===== config.mk =====
export PLATFORM = sky130hd
export DESIGN_NAME = piso_serializer
export DESIGN_NICKNAME = d
export VERILOG_FILES = /design/src/rtl/piso_pkg.sv /design/src/rtl/piso_bit_counter.sv /design/src/rtl/piso_serializer.sv
export SDC_FILE = /design/constraint.sdc
export NUM_CORES = 1
export LEC_CHECK = 0
export CAP_MARGIN = 40
export CORE_AREA = 2 2 39 41
export DETAILED_ROUTE_END_ITERATION = 12
export DIE_AREA = 0 0 41 43
export PLACE_DENSITY_LB_ADDON = 0.05
export SLEW_MARGIN = 20
export SYNTH_ARGS = -nofsm -noshare
export SYNTH_HDL_FRONTEND = slang
export SYNTH_HIERARCHICAL = 1
export SYNTH_SLANG_ARGS = --single-unit

===== constraint.sdc =====
create_clock -name CLK -period 1.39 [get_ports CLK]
set_input_delay 0.417 -clock CLK [delete_from_list [all_inputs] [get_ports CLK]]
set_output_delay 0.417 -clock CLK [all_outputs]
set_load 0.005 [all_outputs]

===== src/rtl/piso_pkg.sv =====
// -----------------------------------------------------------------------------
// piso_pkg
// Shared definitions for the parallel-in / serial-out serializer:
//   state_e      - serializer FSM states (IDLE, SHIFT)
//   PARITY_EXTRA - number of extra serial cycles per word (1 when the
//                  PISO_PARITY_EN macro is defined, 0 otherwise)
//   cnt_width()  - width of a counter able to hold the values 0..width
// -----------------------------------------------------------------------------
package piso_pkg;

    typedef enum logic {
        IDLE  = 1'b0,
        SHIFT = 1'b1
    } state_e;

`ifdef PISO_PARITY_EN
    localparam int PARITY_EXTRA = 1;
`else
    localparam int PARITY_EXTRA = 0;
`endif

    // Bits needed to count from 0 up to and including 'width'.
    function automatic int cnt_width(input int width);
        return $clog2(width + 1);
    endfunction

endpackage


===== src/rtl/piso_bit_counter.sv =====
// -----------------------------------------------------------------------------
// piso_bit_counter
// Bit-position counter for the serializer.
// Ports:
//   CLK     rising-edge clock
//   RESET   asynchronous active-high reset (count -> 0)
//   clr_i   synchronous clear (priority over increment)
//   inc_i   increment by one
//   tc_o    high while the count equals TC_VAL
// -----------------------------------------------------------------------------
module piso_bit_counter #(
    parameter int CNT_W  = 3,
    parameter int TC_VAL = 3
) (
    input  logic CLK,
    input  logic RESET,
    input  logic clr_i,
    input  logic inc_i,
    output logic tc_o
);

    logic [CNT_W-1:0] count_q;
    logic [CNT_W-1:0] count_d;

    // Next count: clear wins over increment, otherwise hold.
    always_comb begin
        count_d = count_q;
        if (clr_i) begin
            count_d = '0;
        end else if (inc_i) begin
            count_d = count_q + CNT_W'(1);
        end else begin
            count_d = count_q;
        end
    end

    // Count register with asynchronous reset.
    always_ff @(posedge CLK or posedge RESET) begin
        if (RESET) begin
            count_q <= '0;
        end else begin
            count_q <= count_d;
        end
    end

    assign tc_o = (count_q == CNT_W'(TC_VAL));

endmodule


===== src/rtl/piso_serializer.sv =====
// -----------------------------------------------------------------------------
// piso_serializer
// Accepts a WIDTH-bit word on a valid/ready handshake and transmits it
// LSB-first, one bit per clock, with a serial valid strobe and a last-bit flag.
// Optional build macro: PISO_PARITY_EN appends one even-parity bit per word
// (word then occupies WIDTH+1 serial cycles, O_last on the parity cycle).
// Ports:
//   CLK      rising-edge clock
//   RESET    asynchronous active-high reset
//   I        parallel word to transmit
//   I_valid  producer presents a word on I
//   I_ready  a word is accepted this cycle (IDLE, or final bit of a word)
//   O        serial data bit (registered)
//   O_valid  O carries a payload (or parity) bit
//   O_last   current O bit is the final bit of the word
// -----------------------------------------------------------------------------
module piso_serializer
    import piso_pkg::*;
#(
    parameter int WIDTH = 4
) (
    input  logic             CLK,
    input  logic             RESET,
    input  logic [WIDTH-1:0] I,
    input  logic             I_valid,
    output logic             I_ready,
    output logic             O,
    output logic             O_valid,
    output logic             O_last
);

    localparam int CNT_W    = cnt_width(WIDTH);
    localparam int SR_W     = WIDTH + PARITY_EXTRA;
    localparam int LAST_CNT = SR_W - 1;

    state_e            state_q;
    logic [SR_W-1:0]   shreg_q;
    logic [SR_W-1:0]   load_d;
    logic              o_valid_q;
    logic              o_last_q;
    logic              accept;
    logic              pre_last;
    logic              cnt_clr;
    logic              cnt_inc;

    // Word image loaded into the shift register; parity (when built in)
    // rides above the MSB so it falls out of bit 0 after the payload.
    always_comb begin
`ifdef PISO_PARITY_EN
        load_d = {^I, I};
`else
        load_d = I;
`endif
    end

    // Ready is forced low during reset so I_valid is ignored there.
    assign I_ready = ~RESET & ((state_q == IDLE) | o_last_q);
    assign accept  = I_valid & I_ready;

    // Counter restarts on every load and on the return to IDLE; it advances
    // on each non-final SHIFT cycle, so it tops out at LAST_CNT.
    assign cnt_clr = accept | o_last_q;
    assign cnt_inc = (state_q == SHIFT) & ~o_last_q;

    // pre_last flags the cycle before the last one, so O_last can be
    // registered and lines up with the final bit.
    piso_bit_counter #(
        .CNT_W  (CNT_W),
        .TC_VAL (LAST_CNT - 1)
    ) u_bit_counter (
        .CLK   (CLK),
        .RESET (RESET),
        .clr_i (cnt_clr),
        .inc_i (cnt_inc),
        .tc_o  (pre_last)
    );

    // Serializer FSM with registered outputs.
    always_ff @(posedge CLK or posedge RESET) begin
        if (RESET) begin
            state_q   <= IDLE;
            shreg_q   <= '0;
            o_valid_q <= 1'b0;
            o_last_q  <= 1'b0;
        end else begin
            case (state_q)
                IDLE: begin
                    if (accept) begin
                        state_q   <= SHIFT;
                        shreg_q   <= load_d;
                        o_valid_q <= 1'b1;
                        o_last_q  <= 1'b0;
                    end else begin
                        state_q   <= IDLE;
                        shreg_q   <= '0;
                        o_valid_q <= 1'b0;
                        o_last_q  <= 1'b0;
                    end
                end
                SHIFT: begin
                    if (o_last_q && accept) begin
                        // Back-to-back: next word follows with no gap.
                        state_q   <= SHIFT;
                        shreg_q   <= load_d;
                        o_valid_q <= 1'b1;
                        o_last_q  <= 1'b0;
                    end else if (o_last_q) begin
                        state_q   <= IDLE;
                        shreg_q   <= '0;
                        o_valid_q <= 1'b0;
                        o_last_q  <= 1'b0;
                    end else begin
                        state_q   <= SHIFT;
                        shreg_q   <= {1'b0, shreg_q[SR_W-1:1]};
                        o_valid_q <= 1'b1;
                        o_last_q  <= pre_last;
                    end
                end
                default: begin
                    state_q   <= IDLE;
                    shreg_q   <= '0;
                    o_valid_q <= 1'b0;
                    o_last_q  <= 1'b0;
                end
            endcase
        end
    end

    assign O       = shreg_q[0];
    assign O_valid = o_valid_q;
    assign O_last  = o_last_q;

endmodule


Word-level counts from Yosys, hierarchy flattened --
Cells that the tools add are included.
Storage, ports and cells: flip-flop bits (word level) 9, bits in latches 0, RAM bits 0, bits in read-only memories 0, bits of input ports 7, output and inout port bits 4, logic and storage cells 29, memories 0
Operators by class: add/subtract/negate cells 1, multiply operators 0, div/mod/pow operators 0, $lt $le $gt $ge 0, equality and inequality tests 1, shift operators 0, muxes and demuxes 13, bitwise gates (word level) 8, reduce and logical (&&, ||, !) cells 2
Operator list (count):
- 3-bit two-way mux | 3
- 4-bit two-way mux | 2
- 4-bit one-hot mux with 2 select lines | 1
- 1-bit two-way mux | 5
- 1-bit one-hot mux with 2 select lines | 2
- 3-bit by 1-bit adder with 3-bit output, second input constant | 1
- 1-bit AND | 3
- 3-bit by 2-bit == test with 1-bit output, second input constant | 1
- 1-bit NOT | 3
- 1-bit OR | 2
- 2-bit nonzero test | 1
- 1-bit logical AND | 1

Logic depth before layout (Yosys ltp) --
Gate-level depths: netlist (run 1).
depth in word-level cells 7, gate-level depth with buffers 4, mapped depth without buffers 4

Cells and area by module --
The synthesis (run 1) kept the hierarchy.
By module, submodules not included:
- piso_serializer | times used 1, cells each 22, area each 266.5 µm², seq. area each 150.1 µm²
- piso_bit_counter | times used 1, cells each 15, area each 160.2 µm², seq. area each 75.1 µm²

Least setup slack after synthesis (run 1) --
Ideal clock, no wire load.
kind register -> output, start reg o_last_q, in the netlist O_last, end out I_ready, arrival time 0.717 ns, data required time 0.973 ns, setup slack 0.256 ns, stages on the path, launching flop included 4, path buffers 0, cell sequence dfrtp_1 > nand2b_4 > inv_2 > nor2_1
Between the ends: longest elaborated chain between the ends 2
Ends and longest elaborated chain:
- start, declared | RTL line piso_serializer.sv:40 | logic o_last_q;
- start signal, assigned | RTL line piso_serializer.sv:116 | o_last_q <= pre_last;
- 1-bit OR | RTL line piso_serializer.sv:57 | assign I_ready = ~RESET & ((state_q == IDLE) | o_last_q);
- 1-bit AND | RTL line piso_serializer.sv:57
- end, declared | RTL line piso_serializer.sv:26 | output logic I_ready,
Every way passes these cells.

Final worst setup path (run 1) --
start reg o_valid_q, in the netlist O_valid, end out O_valid
RTL lines:
- start, declared | RTL line piso_serializer.sv:39 | logic o_valid_q;
- start signal, assigned | RTL line piso_serializer.sv:83 | o_valid_q <= 1'b0;
- start signal, assigned | RTL line piso_serializer.sv:91 | o_valid_q <= 1'b1;
- start signal, assigned | RTL line piso_serializer.sv:96 | o_valid_q <= 1'b0;
- end, declared | RTL line piso_serializer.sv:28 | output logic O_valid,
No word-level cell between the ends.

==> results of run 1 <==
-- through the flow --
stage | setup TNS, ns | total power, µW | util (%) | cells
global placement | -1.093 | 982.5 | 42.22 | 68
global route | -0.2515 | 1331 | 44.94 | 74
detailed placement | -1.372 | 1009 | 42.22 | 68
floorplan | 0 | 725.6 | - | 37
CTS | -0.1708 | 1224 | 44.48 | 74
finish | -0.1483 | 1213 | 44.94 | 74
-- metal layers --
| metal | GRT usage, % | vias up | routed length, µm | share of wire (%) |
|---|---|---|---|---|
| met5 | 0 | - | 0 | 0 |
| met1 | 13.33 | 158 | 321 | 37 |
| met2 | 21.56 | 6 | 505 | 58 |
| met4 | 8.000 | 0 | 0 | 0 |
| met3 | 3.141 | 0 | 43 | 4.9 |
| li1 | - | 168 | - | - |
-- synthesized netlist by cell type --
cell type | instances | area share (%)
a31o_1 | 3 | 6.2
nand2_1 | 1 | 0.88
inv_1 | 3 | 2.6
nand2b_4 | 1 | 3.2
and3_1 | 1 | 1.5
nor2_1 | 3 | 2.6
xnor2_1 | 1 | 2.1
nand2b_1 | 1 | 1.5
a21oi_1 | 1 | 1.2
dfrtp_1 | 9 | 53
and3b_1 | 3 | 6.2
nor2b_2 | 1 | 2.1
nor2b_1 | 1 | 1.5
ha_1 | 2 | 5.9
a21bo_2 | 1 | 2.3
inv_2 | 1 | 0.88
nand3b_1 | 1 | 1.8
o21bai_1 | 1 | 1.8
a211oi_1 | 1 | 1.8
and2_1 | 1 | 1.5
-- path summary, 6_finish.rpt --
path	start	end	slack, ns	cells past startpoint
min in group CLK	u_bit_counter/count_q[2]	O_last	0.56	2
worst min-delay path	RESET	u_bit_counter/count_q[0]	0.33	3
worst max register to register	O_valid	u_bit_counter/count_q[2]	0.26	6
worst max-delay path	O_valid	O_valid	-0.08	2
max in group asynchronous	RESET	shreg_q[3]	0.81	3
worst min register to register	u_bit_counter/count_q[2]	O_last	0.56	2
-- sequential cells by signal, indices dropped and copies added (netlist names) --
name	flops
O_valid	1
u_bit_counter/count_q	3
shreg_q	4
O_last	1
-- logic make-up (layout without fill, tap and decap cells) --
kind of cell | Yosys count | count (layout)
flip-flops | 9 | 9
AO/OA/AOI/OAI | 7 | 7
XOR/XNOR | 1 | 1
AND/OR/NAND/NOR | 14 | 14
buffers and inverters | 4 | 25
adder cells (fa/ha/maj) | 2 | 2
-- where the power goes --
group | switching, µW | leakage [µW] | internal [µW] | total (µW)
sequential | 58.0 | 0.000115 | 357 | 415
clock | 87.2 | 0.0000150 | 110 | 197
combinational | 253 | 0.000191 | 347 | 600
total | 398 | 0.000321 | 815 | 1210
-- repair_timing --
item,CTS,global route
resized for setup,12,2
buffers inserted,2,0
pin swaps,0,0
setup endpoints to repair,4,2
-- cell type report --
class | instances | area, µm² | share of cell area (%)
Inverter | 4 | 15.01 | 2.414
Timing Repair Buffer | 17 | 146.4 | 23.54
Tap cell | 16 | 20.02 | 3.219
Clock buffer | 4 | 26.28 | 4.225
Multi-Input combinational cell | 24 | 188.9 | 30.38
Sequential cell | 9 | 225.2 | 36.22
-- worst max-delay path, delay by kind of cell, from the launching register on --
kind,cells,cell delay [ns]
buffers and inverters,2,0.40
DFF,1,0.39
==> impl_metrics.ini, run 1 <==
[outcome]
status = finished with violations
violations = negative setup slack

[sta]
hold_viol = 0
finClkSkew_ns = 0.006731
fmax_ghz = 0.6820
drv_slew = 0
fin_crit_ns = 1.466
final-setup-viol-count = 2
tightest_slew_ns = 0.2702
final.period_utilization_pct = 105.5
rsz0062_at_grt = yes
slew_headroom_pct = 81.95
fin_ws_ns = -0.07626
hold_slack_ns = 0.3334

[placement]
post-place-ws_ns = -0.4884
port_buffers = 10
dp_hpwl_um = 694.1
placement.cell_area_um2 = 584.3
gp_congestion = 0.6115

[yosys]
synth_nets = 46
seq_area_frac_synth_pct = 52.79
synth_xor_area_share_pct = 2.053
synth_mux_area_share_pct = 0
synthAdderAreaFrac_pct = 5.865
synth_compound_gate_area_share_pct = 13.20
syn_area_per_cell_um2 = 11.53
synth_top_family_by_area = simple AND/OR/NAND/NOR gates
yosysWarningCount = 6
syn_inst = 37
ys_types = 20
synth-simple-area-share_pct = 22.58
netlist_area_um2 = 426.7
synth_seq_cells = 9

[critical_path]
arrival_ns = 1.05
worstSetupStartpointType = register
end_kind = primary output
slowest_stage = dfrtp_1
crit_required_ns = 0.97
cp_max_fo = 5
path_cells = buf_4, dlygate4sd2_1
criticalPathCategory = register to primary output
slowest_delay_ns = 0.39

[clocking]
htree_levels = 1
cts_tree = yes
clkSinkCount = 9
insertion_delay_ns = 0.25
clk_path_buf_depth = 2
cts_hold_buf = 0
numCtsBuffers = 3
clk_pin_slew_ns = 0.06
cts-root-buf = clkbuf_4

[power]
leakage_uw = 0.0003211
power_density_nw_per_um2 = 1950
irDropWorstVdd_uv = 1004

[finish]
nNetsFinal = 68
fill_cells = 136
final_cell_mix = dfrtp_1, clkdlybuf4s50_1, buf_4
antenna_cells = 0
final_area_um2 = 621.8
layout_commonest_cell = dfrtp_1
area_delta_synth_final_pct = 45.75
drive_gt1_share_pct = 29.31

[drt]
drt-wirelength-per-cell_um = 11.76
routed-via-count = 332
drt_first_pass_iters = 2
vias_per_cell = 4.486
initialDrtViolationCount = 6
drt-total-wl_um = 870
drtAntennaViolNets = 0
drc = 0

[global_routing]
grt_use_total_pct = 12.89
grt_pass1_wl_mm = 1.469
grt_overflow = 0
grt_max_degree = 7
grt_pass1_vias = 353
antenna_found_initial = 0

[die]
core_um2 = 1384
ios = 11
die_x_um = 41
rows = 14
start_util_pct = 30.83
dieArea_um2 = 1763
dieHeight_um = 43

[job]
max_cap_viol_count = 0

[min_path]
hold_path_class = primary input to async pin
Power figures use the tool's default switching activity.
==> inputs of run 2 (changes only) <==
--- a/config.mk
+++ b/config.mk
@@ -7,6 +7,7 @@
 export LEC_CHECK = 0
 export CAP_MARGIN = 40
 export CORE_AREA = 2 2 39 41
+export CTS_BUF_LIST = sky130_fd_sc_hd__clkbuf_2 sky130_fd_sc_hd__clkbuf_4 sky130_fd_sc_hd__clkbuf_8
 export DETAILED_ROUTE_END_ITERATION = 12
 export DIE_AREA = 0 0 41 43
 export PLACE_DENSITY_LB_ADDON = 0.05
==> impl_metrics.ini, run 2 (synthesis results as in run 1) <==
[outcome]
status = finished with violations
violations = negative setup slack

[clocking]
htree_levels = 1
numCtsBuffers = 3
clk_pin_slew_ns = 0.06
clk_path_buf_depth = 2
insertion_delay_ns = 0.25
cts_tree = yes
cts-root-buf = clkbuf_4
clkSinkCount = 9

[power]
leakage_uw = 0.0003246
power_density_nw_per_um2 = 1975
power_switching_share_pct = 32.35
clkPwrFrac_pct = 17.7
p_seq_share_pct = 33.8
irDropWorstVdd_uv = 968.8
power_uw = 1228
power_frac_comb_pct = 48.5
switchingPower_uw = 397.3
p_int_uw = 830.8

[drt]
drt-wirelength-per-cell_um = 11.61
initialDrtViolationCount = 8
vias_per_cell = 4.486
routed-via-count = 332
wirelength_met1_um = 318
drc = 0
wl_met3_um = 44
drtAntennaViolNets = 0
drt_first_pass_iters = 3
dr_wl_met2_um = 495
drt-total-wl_um = 859
top_layer = met3

[die]
dieArea_um2 = 1763
ios = 11
die_x_um = 41
rows = 14
core_um2 = 1384
dieHeight_um = 43
start_util_pct = 30.83

[sta]
final.period_utilization_pct = 104.6
final-setup-viol-count = 1
rsz0062_at_grt = yes
finClkSkew_ns = 0.006981
fmax_ghz = 0.6880
fin_ws_ns = -0.06354
slew_headroom_pct = 81.40
hold_slack_ns = 0.3296
tightest_slew_ns = 0.2784
drv_slew = 0
fin_crit_ns = 1.454
hold_viol = 0

[critical_path]
criticalPathCategory = register to primary output
slowest_stage = dfrtp_1
cp_max_fo = 2
arrival_ns = 1.04
worstSetupStartpointType = register
path_cells = buf_6, nand2b_4, inv_2, nor2_2, buf_2
slowest_delay_ns = 0.39
end_kind = primary output
crit_required_ns = 0.97

[finish]
nNetsFinal = 68
area_delta_synth_final_pct = 45.75
layout_commonest_cell = dfrtp_1
antenna_cells = 0
register_area_um2 = 225.2
largest_reg_flops = 4
multi_input_area_um2 = 188.9
drive_gt1_share_pct = 32.76
largestRegisters = shreg_q: 4 flops, u_bit_counter/count_q: 3 flops
largest-register = shreg_q
fill_cells = 135
final_cell_mix = dfrtp_1, clkdlybuf4s50_1, buf_4

[global_routing]
grt_pass1_vias = 353
grt_pass1_wl_mm = 1.469
grt_use_total_pct = 12.89
grt_max_degree = 7
grt_overflow = 0
antenna_found_initial = 0

[placement]
gp_congestion = 0.6115
port_buffers = 10
post-place-ws_ns = -0.4884
dp_hpwl_um = 694.1

[min_path]
hold_path_class = primary input to async pin

[job]
max_cap_viol_count = 0
==> run 2: cell type report <==
cell class                 instances  share of cell area, %
sequential                         9                  36.22
multi-input combinational         24                  30.38
inverter                           4                  2.414
tap                               16                  3.219
timing repair buffer              17                  22.94
clock buffer                       4                  4.829
==> run 2: worst max-delay path, delay by kind of cell, from the launching register on <==
kind / cells / cell delay, ns
flops: 1 / 0.39
buf+inv: 3 / 0.28
simple gates: 2 / 0.12
==> run 2: path summary, 6_finish.rpt <==
kind,startpoint,to,slack [ns],depth (start not counted)
worst min register to register,u_bit_counter/count_q[2],O_last,0.56,2
worst max register to register,O_valid,u_bit_counter/count_q[2],0.26,6
worst min-delay path,RESET,u_bit_counter/count_q[0],0.33,3
worst max-delay path,O_valid,I_ready,-0.06,5
min in group CLK,u_bit_counter/count_q[2],O_last,0.56,2
max in group asynchronous,RESET,shreg_q[3],0.82,3
==> run 2: stage by stage <==
step	utilization [%]	setup TNS, ns	std cells	instance area (µm²)
floorplan	-	0	37	426.7
global route	44.94	-0.1468	74	621.8
finish	44.94	-0.06354	74	621.8
global placement	42.22	-1.093	68	584.3
CTS	44.76	-0.1635	74	619.3
detailed placement	42.22	-1.372	68	584.3
==> run 2: power by group through the flow <==
stage	combinational (µW)	clock, µW	sequential, µW
6_report	596	218	415
3_3_place_gp	565	0	418
5_1_grt	681	242	426
2_1_floorplan	299	0	426
3_5_place_dp	584	0	425
4_1_cts	598	231	414
==> run 2: what timing repair did <==
| item | in CTS | in global routing |
|---|---|---|
| hold buffers | 0 | 0 |
| resized for setup | 12 | 4 |
| endpoints found under the setup margin | 4 | 2 |
| buffers inserted | 2 | 0 |
==> run 2: layer usage <==
layer | vias to the layer above | GRT usage, %
li1 | 169 | -
met1 | 157 | 13.33
met2 | 6 | 21.56
met3 | 0 | 3.141
met4 | 0 | 8.000
met5 | - | 0
==> inputs of run 3 (changes only) <==
--- a/config.mk
+++ b/config.mk
@@ -5,6 +5,7 @@
 export SDC_FILE = /design/constraint.sdc
 export NUM_CORES = 1
 export LEC_CHECK = 0
+export ABC_AREA = 1
 export CAP_MARGIN = 40
 export CORE_AREA = 2 2 39 41
 export CTS_BUF_LIST = sky130_fd_sc_hd__clkbuf_2 sky130_fd_sc_hd__clkbuf_4 sky130_fd_sc_hd__clkbuf_8
==> impl_metrics.ini, run 3 <==
[finish]
largestRegisters = shreg_q: 4 flops, u_bit_counter/count_q: 3 flops
antenna_cells = 0
largest-register = shreg_q
final_cell_mix = nand2_1, inv_1, buf_4
area_delta_synth_final_pct = 62.89
drive_gt1_share_pct = 36.78
layout_commonest_cell = nand2_1
largest_reg_flops = 4
final_area_um2 = 774.5
nNetsFinal = 97

[yosys]
synth_nets = 67
yosys.cell_count.top_type = nand2_1
synth_seq_cells = 9
synth_top_area_share_pct = 47.37
ys.flop_type = dfrtp_1
synth_area_leaders = dfrtp_1, nand2_1, inv_1
syn_area_per_cell_um2 = 8.198
netlist_area_um2 = 475.5
ys_types = 14
yosysTopAreaCell = dfrtp_1
yosysWarningCount = 6
seq_area_frac_synth_pct = 47.37
async_flop_share_pct = 100.0
syn_inst = 58
synth-edff-count = 0
synthTopCellsByCount = nand2_1, inv_1, dfrtp_1

[global_routing]
antenna_found_initial = 0
grt_use_total_pct = 16.53
grt_max_degree = 9
grt_pass1_wl_mm = 1.945
grt_overflow = 0
grt_pass1_vias = 461

[sta]
final-setup-viol-count = 3
hold_viol = 0
final.period_utilization_pct = 106.3
drv_slew = 0
slew_headroom_pct = 87.68
fmax_ghz = 0.6768
finalSetupTns_ns = -0.2034
rsz0062_at_grt = yes
tightest_slew_ns = 0.1848
fin_crit_ns = 1.478
fin_ws_ns = -0.08759
finClkSkew_ns = 0.003166

[power]
irDropWorstVdd_uv = 1006
leakage_uw = 0.0004226
power_density_nw_per_um2 = 1974

[clocking]
cts-root-buf = clkbuf_4
cts_tree = yes
clk_pin_slew_ns = 0.07
cts_hold_buf = 0
clkSinkCount = 9
clk_path_buf_depth = 2
insertion_delay_ns = 0.28
htree_levels = 1
numCtsBuffers = 3

[placement]
gp_congestion = 0.7313
placement.cell_area_um2 = 648.1
dp_hpwl_um = 790.3
post-place-ws_ns = -0.5797
port_buffers = 10

[drt]
drtAntennaViolNets = 0
drc = 0
drt-wirelength-per-cell_um = 12.44
drt_first_pass_iters = 4
drt-total-wl_mm = 1.281
vias_per_cell = 4.660
initialDrtViolationCount = 14
routed-via-count = 480

[die]
dieHeight_um = 43
rows = 14
dieArea_um2 = 1763
ios = 11
core_um2 = 1384
die_x_um = 41
start_util_pct = 34.36

[critical_path]
cp_max_fo = 2
end_kind = primary output
criticalPathCategory = register to primary output
crit_required_ns = 0.97
arrival_ns = 1.06
worstSetupStartpointType = register

[min_path]
hold_path_class = primary input to async pin

[outcome]
violations = negative setup slack
status = finished with violations

[job]
max_cap_viol_count = 0
[run 3: final timing paths]
path	slack [ns]	to	cells past startpoint	start
max reg2reg	0	u_bit_counter/count_q[0]	8	O_valid
min	0.22	u_bit_counter/count_q[1]	2	RESET
min in group CLK	0.47	shreg_q[2]	2	shreg_q[3]
min reg2reg	0.47	shreg_q[2]	2	shreg_q[3]
max	-0.09	I_ready	4	O_last
max in group asynchronous	0.87	O_valid	3	RESET
[run 3: area by class of cell]
cell class / count / area, µm²
tap: 16 / 20.02
fill: 122 / 609.3
multi-input combinational: 36 / 230.2
clock buffer: 4 / 30.03
timing repair buffer: 25 / 214.0
sequential: 9 / 225.2
inverter: 13 / 55.05
[run 3: logic make-up after synthesis]
group | count (synthesis) | share of synthesized area [%]
AOI/OAI and AO/OA | 3 | 3.948
adders and majority gates | 2 | 5.262
buffers and inverters | 13 | 10.26
DFF | 9 | 47.37
and+or+nand+nor | 31 | 33.16
[run 3: worst max-delay path: stages (launching register included)]
cell and delay, ns:
dfrtp_1 0.37, buf_6 0.11, inv_4 0.03, a21oi_4 0.14
buf_2 0.13
[run 3: routing by layer]
layer | track usage [%] | vias to the layer above | wire [µm]
met1 | 22.26 | 230 | 547
met5 | 0 | - | 0
li1 | - | 237 | -
met3 | 3.141 | 5 | 30
met2 | 24.38 | 8 | 675
met4 | 8.000 | 0 | 28
[run 3: stage by stage]
step / hold slack [ns] / utilization, % / total power [µW] / cells
2_1_floorplan: 0.1706 / - / 737.9 / 58
3_3_place_gp: 0.4639 / 46.84 / 991.4 / 91
3_5_place_dp: 0.4593 / 46.84 / 991.8 / 91
4_1_cts: 0.2209 / 51.54 / 1310 / 100
5_1_grt: 0.2331 / 55.97 / 1619 / 103
6_report: 0.2160 / 55.97 / 1529 / 103
[run 3: timing repair]
| item | CTS | global route |
|---|---|---|
| setup buffers | 5 | 3 |
| endpoints found under the setup margin | 4 | 5 |
| resized for setup | 17 | 9 |
| pin swaps | 0 | 7 |
[run 3: power by group]
part	total [µW]	internal, µW	switching, µW
Clock	246	131	115
Sequential	403	347	55.8
Combinational	880	431	449
